$ cat src/rtl/cdb_rr_arbiter.sv
// =============================================================================
// Module  : cdb_rr_arbiter
// Brief   : Buffers one result FIFO per functional unit and drains them
//           round-robin onto a registered common-data-bus broadcast.
// Revision: 1.0
// =============================================================================
`default_nettype none

module cdb_rr_arbiter #(
    parameter int NUM_UNITS = 4,
    parameter int DATA_W    = 32,
    parameter int LABEL_W   = 4,
    parameter int BUF_DEPTH = 2
) (
    input  logic                           clk,
    input  logic                           RST,
    input  logic [NUM_UNITS-1:0]           in_valid,
    output logic [NUM_UNITS-1:0]           in_ready,
    input  logic [NUM_UNITS*DATA_W-1:0]    in_data,
    input  logic [NUM_UNITS*LABEL_W-1:0]   in_label,
    output logic                           BCEN,
    output logic [LABEL_W-1:0]             BClabel,
    output logic [DATA_W-1:0]              BCdata,
    output logic [NUM_UNITS-1:0]           BCgrant,
    output logic                           drop_err
);

    localparam int ENTRY_W = LABEL_W + DATA_W;
    localparam int IDX_W   = (BUF_DEPTH > 1) ? $clog2(BUF_DEPTH) : 1;
    localparam int CNT_W   = $clog2(BUF_DEPTH + 1);
    localparam int UNIT_W  = $clog2(NUM_UNITS);

    logic [NUM_UNITS-1:0]              w_nonempty;
    logic [NUM_UNITS-1:0]              w_pop;
    logic [NUM_UNITS-1:0]              w_drop;
    logic [NUM_UNITS-1:0][ENTRY_W-1:0] w_head;

    logic                              w_grant_valid;
    logic [UNIT_W-1:0]                 w_grant_idx;

    logic [UNIT_W-1:0]                 rr_ptr_q;
    logic                              bcen_q;
    logic [LABEL_W-1:0]                bclabel_q;
    logic [DATA_W-1:0]                 bcdata_q;
    logic [NUM_UNITS-1:0]              bcgrant_q;
    logic                              drop_err_q;

    function automatic logic [IDX_W-1:0] next_idx(input logic [IDX_W-1:0] p);
        return (p == IDX_W'(BUF_DEPTH - 1)) ? '0 : p + 1'b1;
    endfunction

    for (genvar i = 0; i < NUM_UNITS; i++) begin : g_buf
        logic [CNT_W-1:0]   count_q, count_d;
        logic [IDX_W-1:0]   rd_q, wr_q;
        logic [ENTRY_W-1:0] mem_q [BUF_DEPTH];
        logic               w_accept;
        logic               w_store;

        // Readiness ignores a same-cycle pop so a full buffer never accepts.
        assign in_ready[i]   = !RST && (count_q < CNT_W'(BUF_DEPTH));
        assign w_accept      = in_valid[i] && in_ready[i];
        assign w_store       = w_accept && (in_label[i*LABEL_W +: LABEL_W] != '0);
        assign w_drop[i]     = w_accept && (in_label[i*LABEL_W +: LABEL_W] == '0);
        assign w_nonempty[i] = (count_q != '0);
        assign w_head[i]     = mem_q[rd_q];

        always_comb begin
            count_d = count_q;
            case ({w_store, w_pop[i]})
                2'b10:   count_d = count_q + 1'b1;
                2'b01:   count_d = count_q - 1'b1;
                default: count_d = count_q;
            endcase
        end

        always_ff @(posedge clk) begin
            if (RST) begin
                count_q <= '0;
                rd_q    <= '0;
                wr_q    <= '0;
            end else begin
                count_q <= count_d;
                if (w_store)  wr_q <= next_idx(wr_q);
                if (w_pop[i]) rd_q <= next_idx(rd_q);
            end
        end

        always_ff @(posedge clk) begin
            if (w_store) mem_q[wr_q] <= {in_label[i*LABEL_W +: LABEL_W], in_data[i*DATA_W +: DATA_W]};
        end
    end

    // Scan from the highest offset down so the lowest offset from the pointer wins.
    always_comb begin
        int cand;
        cand          = 0;
        w_grant_valid = 1'b0;
        w_grant_idx   = '0;
        for (int k = NUM_UNITS - 1; k >= 0; k--) begin
            cand = int'(rr_ptr_q) + k;
            if (cand >= NUM_UNITS) cand = cand - NUM_UNITS;
            if (w_nonempty[UNIT_W'(cand)]) begin
                w_grant_valid = 1'b1;
                w_grant_idx   = UNIT_W'(cand);
            end
        end
    end

    assign w_pop = w_grant_valid ? (NUM_UNITS'(1) << w_grant_idx) : '0;

    always_ff @(posedge clk) begin
        if (RST) begin
            rr_ptr_q   <= '0;
            bcen_q     <= 1'b0;
            bclabel_q  <= '0;
            bcdata_q   <= '0;
            bcgrant_q  <= '0;
            drop_err_q <= 1'b0;
        end else begin
            bcen_q    <= w_grant_valid;
            bcgrant_q <= w_pop;
            if (w_grant_valid) begin
                bclabel_q <= w_head[w_grant_idx][ENTRY_W-1 -: LABEL_W];
                bcdata_q  <= w_head[w_grant_idx][DATA_W-1:0];
                rr_ptr_q  <= (w_grant_idx == UNIT_W'(NUM_UNITS - 1)) ? '0 : w_grant_idx + 1'b1;
            end
            if (|w_drop) drop_err_q <= 1'b1;
        end
    end

    assign BCEN     = bcen_q;
    assign BClabel  = bclabel_q;
    assign BCdata   = bcdata_q;
    assign BCgrant  = bcgrant_q;
    assign drop_err = drop_err_q;

endmodule

`default_nettype wire

$ cat config.mk
export PLATFORM = sky130hd
export DESIGN_NAME = cdb_rr_arbiter
export DESIGN_NICKNAME = d
export VERILOG_FILES = /design/src/rtl/cdb_rr_arbiter.sv
export SDC_FILE = /design/constraint.sdc
export NUM_CORES = 1
export LEC_CHECK = 0
export ABC_AREA = 1
export BUFFER_PORTS_ARGS = -buffer_cell sky130_fd_sc_hd__clkbuf_2
export CAP_MARGIN = 20
export CORE_UTILIZATION = 59
export CTS_BUF_LIST = sky130_fd_sc_hd__clkbuf_8
export DETAILED_ROUTE_END_ITERATION = 8
export PLACE_DENSITY = 0.87
export SLEW_MARGIN = 20
export SYNTH_ARGS = -nofsm -noshare
export SYNTH_HDL_FRONTEND = slang
export SYNTH_SLANG_ARGS = --single-unit
$ cat constraint.sdc
create_clock -name clk -period 3.3 [get_ports clk]
set_input_delay 0.33 -clock clk [delete_from_list [all_inputs] [get_ports clk]]
set_output_delay 0.33 -clock clk [all_outputs]
set_load 0.02 [all_outputs]
==> out/summary.txt, run 1 <==
status = complete, no violations
I/O pin count = 196
CTS sink cnt = 352
clock-pin slew on the worst setup and hold paths = 0.07 ns
area of the multi-input gates = 3840 um^2
RSZ-0062 raised after global routing = false
synthesis-to-layout area growth = 28.3%
Leak = 0.00716 uW
post-CTS sizing = 0
Die H = 156 um
Final min period = 2.81 ns
CTS Buf Count = 55
Routed wire per std cell = 20.5 um
setup TNS = 0 ns
FMAX = 0.356 GHz
Max VDD drop = 1.21 mV
HP Class = primary input to flop
Internal = 10000 uW
critical path arrival = 3.25 ns
net count of the finished layout = 1582
wirelength, routed = 36.7 mm
1st-pass router iterations = 8
Cell Area, Synth = 14100 um^2
GRT met3 Usage = 5.82%
Port Buffer Count = 195
TritonCTS clock tree = done
Initial Utilization = 60.1%
Yosys reg bits = 352
Die Wd = 156 um
relative slew slack = 39.3%
Final setup viols = 0
met2 Use GR = 49.9%
Critical Path Slowest Stage Cell = dfxtp_1
startpoint types = flop
sequential area share after synthesis = 70.7%
post-route ant nets = 0
Clk pwr share = 23.0%
largest net degree at the start of global routing = 74
CP Data Required Time = 3.74 ns
layout cell share with drive strength beyond 1 = 26.3%
site row count = 56
fillers = 1381
routed vias/inst = 5.60
clock skew = 0.0356 ns
DP Wirelength = 20.9 mm
average instance area after synthesis = 13.2 um^2
Design Area, Final = 18000 um^2
P_sw = 7160 uW
core area = 23400 um^2
Reg area = 9930 um^2
Vias = 10059
first-pass GRT wire length = 54.8 mm
maximum root-to-sink buffer count = 3
GR Overflow Total = 0
Synth Net Count = 1222
Final period util = 85.0%
GRT Total Usage = 30.2%
hold_buf cts = 144
Synth warnings = 0
Flop pwr share = 33.6%
Switching Share = 41.7%
worst-margin pin slew = 0.911 ns
part of the power in combinational logic = 43.4%
DRT iter0 DRCs = 862
critical path peak fanout = 32
Cell variety after synth = 30
max-slew violation count = 0
initial antenna violation count = 3
kind of critical path = flop to flop
vias in the first global route = 10016
busiest grt layer = met2
M1 GR Usage = 39.4%
Die ar. = 24400 um^2
Post-DP Area = 15400 um^2
Post-CTS Repair Setup Buffers = 0
MaxCap Viol Count = 0
worst skew pair latency = 0.60 ns
H-tree depth = 2
Placer Congestion = 0.932
max incr delay on CP = 0.58 ns
Worst setup EP type = flop
Pwr Density = 952 nW/um^2
Root Buffer = clkbuf_8
DR DRC count = 0
Hold Fails Final Rpt = 0
Mapped Cells = 1068
critical-path cell list = inv_2 -> nand2_1 -> nand3_1 -> nand2_1 -> nand3_2 -> nand2_2 -> nand2_4 -> nand2_4 -> buf_4 -> nor2_2 -> ha_1 -> a21oi_1 -> o21ai_0 -> xor2_1 -> nor2_1
-- through the flow --
step | instances | total power [uW] | setup WS [ns] | hold slack (ns) | utilization (%)
global route | 1795 | 18000 | 0.328 | 0.130 | 77.0
CTS | 1792 | 16900 | 0.610 | 0.0983 | 77.0
global placement | 1546 | 12600 | 0.777 | 0.431 | 65.7
detailed placement | 1546 | 12900 | 0.615 | 0.452 | 65.7
floorplan | 1068 | 10900 | 0.399 | 0.429 | -
finish | 1795 | 17200 | 0.494 | 0.119 | 77.0
-- Yosys cell counts --
master / number / area, um^2
clkbuf_1: 26 / 97.6
or4_1: 1 / 7.51
mux2_2: 72 / 811
inv_2: 4 / 15.0
mux2i_1: 72 / 721
a41oi_1: 1 / 8.76
buf_2: 19 / 95.1
nand2_2: 2 / 12.5
xor2_1: 10 / 87.6
a211oi_1: 1 / 7.51
buf_4: 1 / 7.51
nand3_2: 1 / 10.0
o21ai_1: 2 / 10.0
o21ai_0: 45 / 225
edfxtp_1: 288 / 8650
dfxtp_1: 64 / 1280
inv_1: 15 / 56.3
nand2_4: 2 / 22.5
o21a_1: 2 / 15.0
buf_6: 5 / 56.3
nor2_2: 1 / 6.26
ha_1: 4 / 50.1
buf_1: 6 / 22.5
a31oi_1: 1 / 6.26
nand2_1: 173 / 649
nor2_1: 115 / 432
a21oi_1: 13 / 65.1
nand4_1: 3 / 18.8
nand3_4: 1 / 17.5
nand3_1: 118 / 591
-- kinds of logic (layout without fill, tap and decap cells) --
logic type               Yosys count  in the layout  synth area share [%]
AND/OR/NAND/NOR                  417            417                  12.6
flip-flops                       352            352                  70.7
multiplexers                     144            144                  10.9
buffers and inverters             76            481                  2.49
AO/OA/AOI/OAI                     65             65                  2.40
XOR/XNOR                          10             10                 0.623
adder cells (fa/ha/maj)            4              4                 0.356
other                              0              3                     0
-- sequential cells by signal, indices dropped and copies added, names as in the netlist, named ones only --
name / flops
BCgrant: 4
rr_ptr_q: 2
BCdata: 32
BCEN: 1
BClabel: 4
g_buf.rd_q: 4
g_buf.mem_q: 288
drop_err: 1
g_buf.count_q: 8
g_buf.wr_q: 4
-- layer usage --
layer / share of wire, % / up-vias
li1: - / 4548
met1: 39 / 4806
met2: 49 / 580
met3: 8.8 / 125
met4: 3.9 / 0
met5: 0 / -
-- layout by cell type (no fill, tap or decap), types with 7 or more instances in the layout --
master           n
edfxtp_1       288
clkbuf_2       195
nand2_1        172
dlygate4sd3_1  144
nand3_1        118
nor2_1         107
mux2_2          72
mux2i_1         72
clkbuf_8        64
dfxtp_1         61
o21ai_0         45
inv_1           33
buf_4           20
a21oi_1         13
xor2_1          10
nor2_4           8
clkinv_1         7
-- critical path: cells and delay by family, from the launching register on --
family,cells,cell delay (ns)
compound gates,2,0.22
buf+inv,2,0.50
flops,1,0.58
fa+ha+maj,1,0.33
simple gates,9,0.86
xor+xnor,1,0.14
-- worst paths after layout --
path	from	endpoint	slack [ns]	cells past startpoint
max	rr_ptr_q[0]$_SDFFE_PP0P_	g_buf[2].count_q[1]$_SDFFE_PP0P_	0.49	15
max reg2reg	rr_ptr_q[0]$_SDFFE_PP0P_	g_buf[2].count_q[1]$_SDFFE_PP0P_	0.49	15
min	in_valid[2]	drop_err$_SDFFE_PP0P_	0.12	3
min reg2reg	g_buf[1].rd_q$_SDFFE_PP0P_	flop	0.48	1
-- power by group through the flow --
stage | sequential (uW) | combinational (uW) | clock (uW)
4_1_cts | 5750 | 7220 | 3920
3_3_place_gp | 5820 | 6820 | 0
5_1_grt | 5810 | 8070 | 4160
6_report | 5770 | 7440 | 3950
2_1_floorplan | 5880 | 5010 | 0
3_5_place_dp | 5840 | 7010 | 0
-- layout make-up --
class                      count  area share (%)
sequential                   352            55.1
inverter                      19           0.396
tap                          319            2.21
antenna                        3          0.0416
clock inverter                38            1.73
timing repair buffer         360            14.4
multi-input combinational    640            21.3
clock buffer                  64            4.89
Power figures use the tool's default switching activity.
==> inputs of run 2 (changes only) <==
Settings changed: CTS_CLUSTER_SIZE from default to 20, RECOVER_POWER from default to 100.
==> run 2 against run 1 <==
  * Count of clock-buffer cells in the layout stayed put
  * Non-clock buffer count stayed put
  * Final cell count stayed put
  * Setup slack worse by 0.092 ns
  * Sequential cell count stayed put
  * Sequential share of layout area is 0.82 points higher
  * Register-to-register slack worse by 0.08 ns
==> out/summary.txt, run 2 (synthesis gave the netlist of run 1 again) <==
worst setup path start = in_label[8]
Pwr Density = 960 nW/um^2 (+0.82%)
Leak = 0.00664 uW (-7.3%)
DRT iter0 DRCs = 809 (-6.1%)
Max VDD drop = 1.20 mV (-0.79%)
startpoint types = primary input
max-slew violation count = 0 (unchanged)
kind of critical path = primary input to flop
CTS Buf Count = 55 (unchanged)
synthesis-to-layout area growth = 26.4%
relative slew slack = 16.2% (-23 points)
first-pass GRT wire length = 54.8 mm (unchanged)
DR DRC count = 0 (unchanged)
HP Class = primary input to flop
Die Wd = 156 um (unchanged)
worst-margin pin slew = 1.26 ns (+0.346 ns)
Final min period = 2.90 ns (+0.0916 ns)
critical path arrival = 3.10 ns (-0.15 ns)
worst skew pair latency = 0.59 ns (about the same)
maximum root-to-sink buffer count = 3 (unchanged)
Placer Congestion = 0.932 (unchanged)
1st-pass router iterations = 7 (-1)
Post-CTS Repair Setup Buffers = 0 (unchanged)
net count of the finished layout = 1582 (unchanged)
post-CTS sizing = 0 (unchanged)
Routed wire per std cell = 20.4 um (about the same)
DP Wirelength = 20.9 mm (unchanged)
clock-pin slew on the worst setup and hold paths = 0.06 ns (about the same)
R2R Setup Slk = 0.41 ns (-0.08 ns)
most frequent cells in the layout = 288 x edfxtp_1, 173 x nand2_1, 167 x clkbuf_1
Biggest register = g_buf.mem_q
H-tree depth = 2 (unchanged)
RSZ-0062 raised after global routing = false
Final period util = 87.8% (+2.8 points)
routed vias/inst = 5.56 (-0.77%)
FMAX = 0.345 GHz (-3.2%)
Hold Fails Final Rpt = 0 (unchanged)
status = complete, no violations
Initial Utilization = 60.1% (unchanged)
site row count = 56 (unchanged)
initial antenna violation count = 3 (unchanged)
core area = 23400 um^2 (unchanged)
hold_buf cts = 144 (unchanged)
Final setup viols = 0 (unchanged)
CTS sink cnt = 352 (unchanged)
clock skew = 0.0289 ns (-0.00669 ns)
crit path capture = g_buf[2].mem_q[0][11]$_DFFE_PP_
critical path peak fanout = 26 (-19%)
layout cell share with drive strength beyond 1 = 14.7% (-12 points)
fin util = 75.9% (-1.1 points)
TritonCTS clock tree = done
vias in the first global route = 10016 (unchanged)
Die ar. = 24400 um^2 (unchanged)
Crit Reg-Reg Endpoint = g_buf[2].count_q[1]$_SDFFE_PP0P_
FF-to-FF path depth = 15 (unchanged)
wirelength, routed = 36.7 mm (about the same)
Root Buffer = clkbuf_8
Vias = 9982 (-0.77%)
r2r startpoint = rr_ptr_q[0]$_SDFFE_PP0P_
CP Data Required Time = 3.50 ns (-0.24 ns)
max reg flops = 288 (unchanged)
MaxCap Viol Count = 0 (unchanged)
Port Buffer Count = 195 (unchanged)
Worst setup EP type = flop
Die H = 156 um (unchanged)
I/O pin count = 196 (unchanged)
commonest non-fill, non-tap cell in the layout = edfxtp_1
GRT Total Usage = 30.2% (unchanged)
GR Overflow Total = 0 (unchanged)
post-route ant nets = 0 (unchanged)
setup TNS = 0 ns (unchanged)
largest net degree at the start of global routing = 74 (unchanged)
-- run 2: how the worst min path moves through the flow --
stage / start / end / slack [ns] / depth (start not counted)
final: in_valid[2] / drop_err$_SDFFE_PP0P_ / 0.12 / 3
after global routing: in_valid[2] / drop_err$_SDFFE_PP0P_ / 0.13 / 3
after CTS: in_valid[2] / drop_err$_SDFFE_PP0P_ / 0.1 / 3
after detailed placement: g_buf[1].rd_q$_SDFFE_PP0P_ / flop / 0.45 / 1
after global placement: g_buf[1].rd_q$_SDFFE_PP0P_ / flop / 0.43 / 1
after floorplan: in_data[0] / g_buf[0].mem_q[0][0]$_DFFE_PP_ / 0.43 / 0
-- run 2: layer usage --
metal  share of wire (%)  track usage, %  vias to the layer above
met4                 3.7            12.5                        0
met5                   0               0                        -
met3                 8.9            5.82                      115
met2                  49            49.9                      588
li1                    -               -                     4550
met1                  39            39.4                     4729
-- run 2: final cells by class --
type                    instances  area (um^2)
diodes                          3         7.51
flip-flops and latches        352         9930
inverters                      19         71.3
well taps                     319          399
fillers                      1515         5640
clock buffers                  64          881
repair buffers                360         2340
clock inverters                38          312
multi-input cells             640         3820
-- run 2: metrics by stage --
step           hold slack [ns]  cells  power, uW  setup slack [ns]  cell area, um^2
2_1_floorplan            0.429   1068      10900             0.399            14100
3_3_place_gp             0.431   1546      12600             0.777            15400
3_5_place_dp             0.452   1546      12900             0.615            15400
4_1_cts                 0.0983   1792      16900             0.610            18000
5_1_grt                  0.130   1795      17900             0.176            17800
6_report                 0.118   1795      17000             0.402            17800
-- run 2: critical path: stages --
cell and delay, ns:
dlygate4sd3_1 0.55, clkbuf_1 0.16, nor2_1 0.09, nand2_1 0.09, nand3_1 0.25, nor2_1 0.87
clkbuf_2 0.73
-- run 2: report_power, final --
| part | leakage (uW) | total, uW | switching [uW] | internal (uW) |
|---|---|---|---|---|
| Sequential | 0.00317 | 5770 | 374 | 5390 |
| Combinational | 0.00279 | 7340 | 5040 | 2300 |
| Clock | 0.000675 | 3940 | 1700 | 2240 |
